`config.mk`:
```
export PLATFORM = sky130hd
export DESIGN_NAME = iic_bus_monitor
export DESIGN_NICKNAME = d
export VERILOG_FILES = /design/src/rtl/iic_bus_monitor.sv
export SDC_FILE = /design/constraint.sdc
export NUM_CORES = 1
export LEC_CHECK = 0
export BUFFER_PORTS_ARGS = -buffer_cell sky130_fd_sc_hd__buf_4
export CORE_AREA = 2 2 39 41
export CTS_CLUSTER_SIZE = 28
export DETAILED_ROUTE_END_ITERATION = 10
export DIE_AREA = 0 0 41 43
export PLACE_DENSITY = 0.44
export SYNTH_ARGS = -nofsm -noshare
export SYNTH_HDL_FRONTEND = slang
export SYNTH_SLANG_ARGS = --single-unit
export TNS_END_PERCENT = 50
```
`constraint.sdc`:
```
create_clock -name clk -period 1.2 [get_ports clk]
set_clock_uncertainty 0.15 [all_clocks]
set_input_delay 0.12 -clock clk [delete_from_list [all_inputs] [get_ports clk]]
set_output_delay 0.12 -clock clk [all_outputs]
set_load 0.05 [all_outputs]
```
`src/rtl/iic_bus_monitor.sv`:
```
// Synchronises SCL/SDA into clk and produces single-cycle SCL edge and START/STOP pulses.
module iic_bus_monitor (
  input  logic clk,
  input  logic reset,
  input  logic scl_pin,
  input  logic sda_pin,
  output logic sda,
  output logic scl_rise,
  output logic scl_fall,
  output logic start,
  output logic stop
);

  logic [1:0] scl_sync;
  logic [1:0] sda_sync;
  logic       scl_prev;
  logic       sda_prev;
  logic       scl;

  // Reset to the idle bus level so leaving reset never fakes an edge.
  always_ff @(posedge clk or posedge reset) begin
    if (reset) begin
      scl_sync <= 2'b11;
      sda_sync <= 2'b11;
      scl_prev <= 1'b1;
      sda_prev <= 1'b1;
    end else begin
      scl_sync <= {scl_sync[0], scl_pin};
      sda_sync <= {sda_sync[0], sda_pin};
      scl_prev <= scl_sync[1];
      sda_prev <= sda_sync[1];
    end
  end

  assign scl      = scl_sync[1];
  assign sda      = sda_sync[1];
  assign scl_rise = scl & ~scl_prev;
  assign scl_fall = ~scl & scl_prev;
  assign start    = scl & scl_prev & sda_prev & ~sda;
  assign stop     = scl & scl_prev & ~sda_prev & sda;

endmodule

```
# Yosys cells after proc, flatten, opt, wreduce, memory -nomap -nowiden
# Cells that the tools add are included.
[classes] n_bitwise=11
[ops] operator="$and A1 B1 Y1" count=7
[ops] operator="$not A1 Y1" count=4
[word_totals] register_bits=6 input_bits=4 output_inout_bits=5 elab_cells=15

# Logic depth before layout (Yosys ltp)
[depth] word_depth=3 ltp_mapped=1 ltp_nobuf=1

# Worst setup path after synthesis
# No wires, ideal clock.
[synth_timing] path_type="reg-to-output" from="register scl_sync[1]" to="output scl_rise" arrival_ps=1249 t_required_ps=930 setup_slack_ps=-319 path_stages_with_launch=2 path_buffers=0 path_cell_list="dfstp_2 -> nor2b_1"
[synth_via] elab_chain_len=1
[synth_rtl] item="start, declared" line_no="14" text="logic [1:0] scl_sync;"
[synth_rtl] item="start signal, assigned" line_no="28" text="scl_sync <= {scl_sync[0], scl_pin};"
[synth_rtl] item="$and A1 B1 Y1" line_no="37" text="assign scl_rise = scl & ~scl_prev;"
[synth_rtl] item="end, declared" line_no="8" text="output logic scl_rise,"
# No other way between the ends.

# Final worst setup path
[layout_timing] from="register scl_sync[1]" to="output start"
[layout_via] elab_chain_len=3
[layout_rtl] item="$and A1 B1 Y1 (3 in series)" line_no="39" text="assign start = scl & scl_prev & sda_prev & ~sda;"
[layout_rtl] item="end, declared" line_no="10" text="output logic start,"
# No other way between the ends.

==> results.cfg <==
[status]
status = finished, violations left
violations = setup timing

[power]
p_per_area_nw_per_um2 = 1240
swShare_pct = 23.2
seq_power_share_pct = 46.4
p_comb_share_pct = 17.1
power.internal_mw = 0.378
peakVddDrop_mv = 0.684
pwr-share-clk_pct = 36.5
p_leak_nw = 0.179
p_sw_mw = 0.114

[global_routing]
grt_overflow = 0
grt_max_degree = 7
grt_pass1_vias = 172
grt_antenna_before_repair = 0
grt.total_usage_pct = 6.38
grt_pass1_wl_um = 655

[synthesis]
syn-cell-area_um2 = 194
synth-adder-area-share_pct = 0
synth_seq_area_share_pct = 81.3
synth-compound-area-share_pct = 0
synth_top_family_by_area = simple AND/OR/NAND/NOR gates
yosys.area_share.simple_pct = 16.8
synthXorXnorAreaFrac_pct = 0
yosysUniqueCellTypes = 4
synth_warnings = 0
syn_area_per_cell_um2 = 17.6
muxShareOfSynthArea_pct = 0
ys_seq_elements = 6
syn_nets = 15
netlist_instances = 11

[clock_network]
clk_latency_ns = 0.24
htreeDepth = 1
clock_path_buffers = 2
root_buffer = clkbuf_4
cts_inserted_buffers = 3
clock_sinks = 6
clkSlewWorstSetupHoldPaths_ns = 0.04
cts_tree = done

[setup_path]
cp-end-kind = primary output
cp-startpoint = scl_sync[1]$_DFF_PP1_
cp_cell_sequence = and4b_2 > buf_6
r2r-start = scl_sync[1]$_DFF_PP1_
path_max_fanout = 4
slowest_stage = dfstp_2
critPathArrivalTime_ns = 1.18
crit_type = reg2out
worstPathRequired_ns = 0.93
critPathLaunchType = flip-flop
max_stage_delay_ns = 0.54

[routing]
detail-route-antenna-nets = 0
avgRoutedWirePerCell_um = 8.98
drc = 0
vias = 153
routed_wl_um = 395
first_iter_violations = 1
vias_per_cell = 3.48
drt_first_pass_iters = 2

[layout]
nets = 34
final_area_um2 = 398
n_fill_cell = 142
layout_common_cells = dfstp_2, buf_4
final-seq-area_um2 = 158
multi_input_area_um2 = 47.5
drive_above_1_share_pct = 85.7
mostFrequentLayoutCell = dfstp_2
postLayoutCoreUtil_pct = 28.8
area_delta_synth_final_pct = 105
antenna_cells = 0

[sta]
finalHoldViolCount = 0
slew_viol_final = 0
tightest_slew_ns = 0.238
fin_ws_ns = -0.247
finalCriticalPeriod_ns = 1.45
fin_crit_sh_pct = 121
setup_viol = 5
slew_headroom_pct = 84.1
fmax_mhz = 691
fin_tns_setup_ns = -0.886
rsz0062_at_grt = yes

[min_path]
hold_path_startpoint = scl_sync[0]$_DFF_PP1_
holdCritPathClass = reg2reg

[placed_design]
post_dp_cell_area_um2 = 304
dp_slack_ns = -0.0234
gp_congestion = 0.514
portBuffers = 8

[floorplanning]
die_area_um2 = 1760
core_um2 = 1380
io_pins = 9
rows = 14
die_x_um = 41
initial_core_util_pct = 14.0
die_y_um = 43

[flow_run]
cap_violations = 0
[state kept, by name, indices dropped and copies added, names as in the netlist]
name,cells
sda_prev,1
sda_sync,2
scl_prev,1
scl_sync,2
[repair_timing]
action | CTS | global route
gates resized for setup | 8 | 1
endpoints found under the setup margin | 5 | 5
hold endpoints to repair | 8 | 0
hold buffers | 3 | 0
setup buffers | 1 | 0
pin swaps | 1 | 0
[Yosys cell counts]
| master | number | area share, % |
|---|---|---|
| inv_1 | 1 | 1.9 |
| and4b_1 | 2 | 10 |
| nor2b_1 | 2 | 6.5 |
| dfstp_2 | 6 | 81 |
[area by class of cell]
type | instances | share of cell area (%)
flip-flops and latches | 6 | 39.6
multi-input cells | 4 | 11.9
clock buffers | 3 | 5.66
well taps | 16 | 5.03
inverters | 1 | 0.943
repair buffers | 14 | 36.8
[kinds of logic (layout without fill, tap and decap cells)]
family | after synthesis | count (layout)
buf+inv | 1 | 18
flops | 6 | 6
simple gates | 4 | 4
[per-stage QoR]
stage / power [mW] / std cells / hold slack, ns
floorplan: 0.267 / 11 / -0.0310
global placement: 0.291 / 37 / 0.0783
detailed placement: 0.294 / 37 / 0.0795
CTS: 0.503 / 44 / 0.208
global route: 0.524 / 44 / 0.210
finish: 0.492 / 44 / 0.203
[power by group through the flow]
stage / clock (mW) / sequential (mW) / combinational (mW)
4_1_cts: 0.192 / 0.228 / 0.0829
3_5_place_dp: 0 / 0.231 / 0.0631
6_report: 0.179 / 0.228 / 0.0839
3_3_place_gp: 0 / 0.229 / 0.0614
5_1_grt: 0.206 / 0.229 / 0.0887
2_1_floorplan: 0 / 0.237 / 0.0304
[routing by layer]
layer	wire, µm	track usage, %
met2	182	8.44
met5	0	0
met3	34	7.85
met4	0	4.00
met1	178	4.97
[worst paths after layout]
check	to	slack, ns	depth (start not counted)
worst max-delay path	start	-0.25	2
worst max register to register	scl_prev$_DFF_PP1_	0.33	1
max in group asynchronous	scl_sync[0]$_DFF_PP1_	0.44	3
min in group asynchronous	scl_sync[1]$_DFF_PP1_	0.43	3
worst min register to register	scl_sync[1]$_DFF_PP1_	0.20	0
worst min-delay path	scl_sync[1]$_DFF_PP1_	0.20	0
[critical path: cells and delay by family, from the launching register on]
kind,cells,cell delay [ns]
flops,1,0.54
simple gates,1,0.24
buf+inv,1,0.16
No activity file was read; power rests on OpenSTA's default activity.
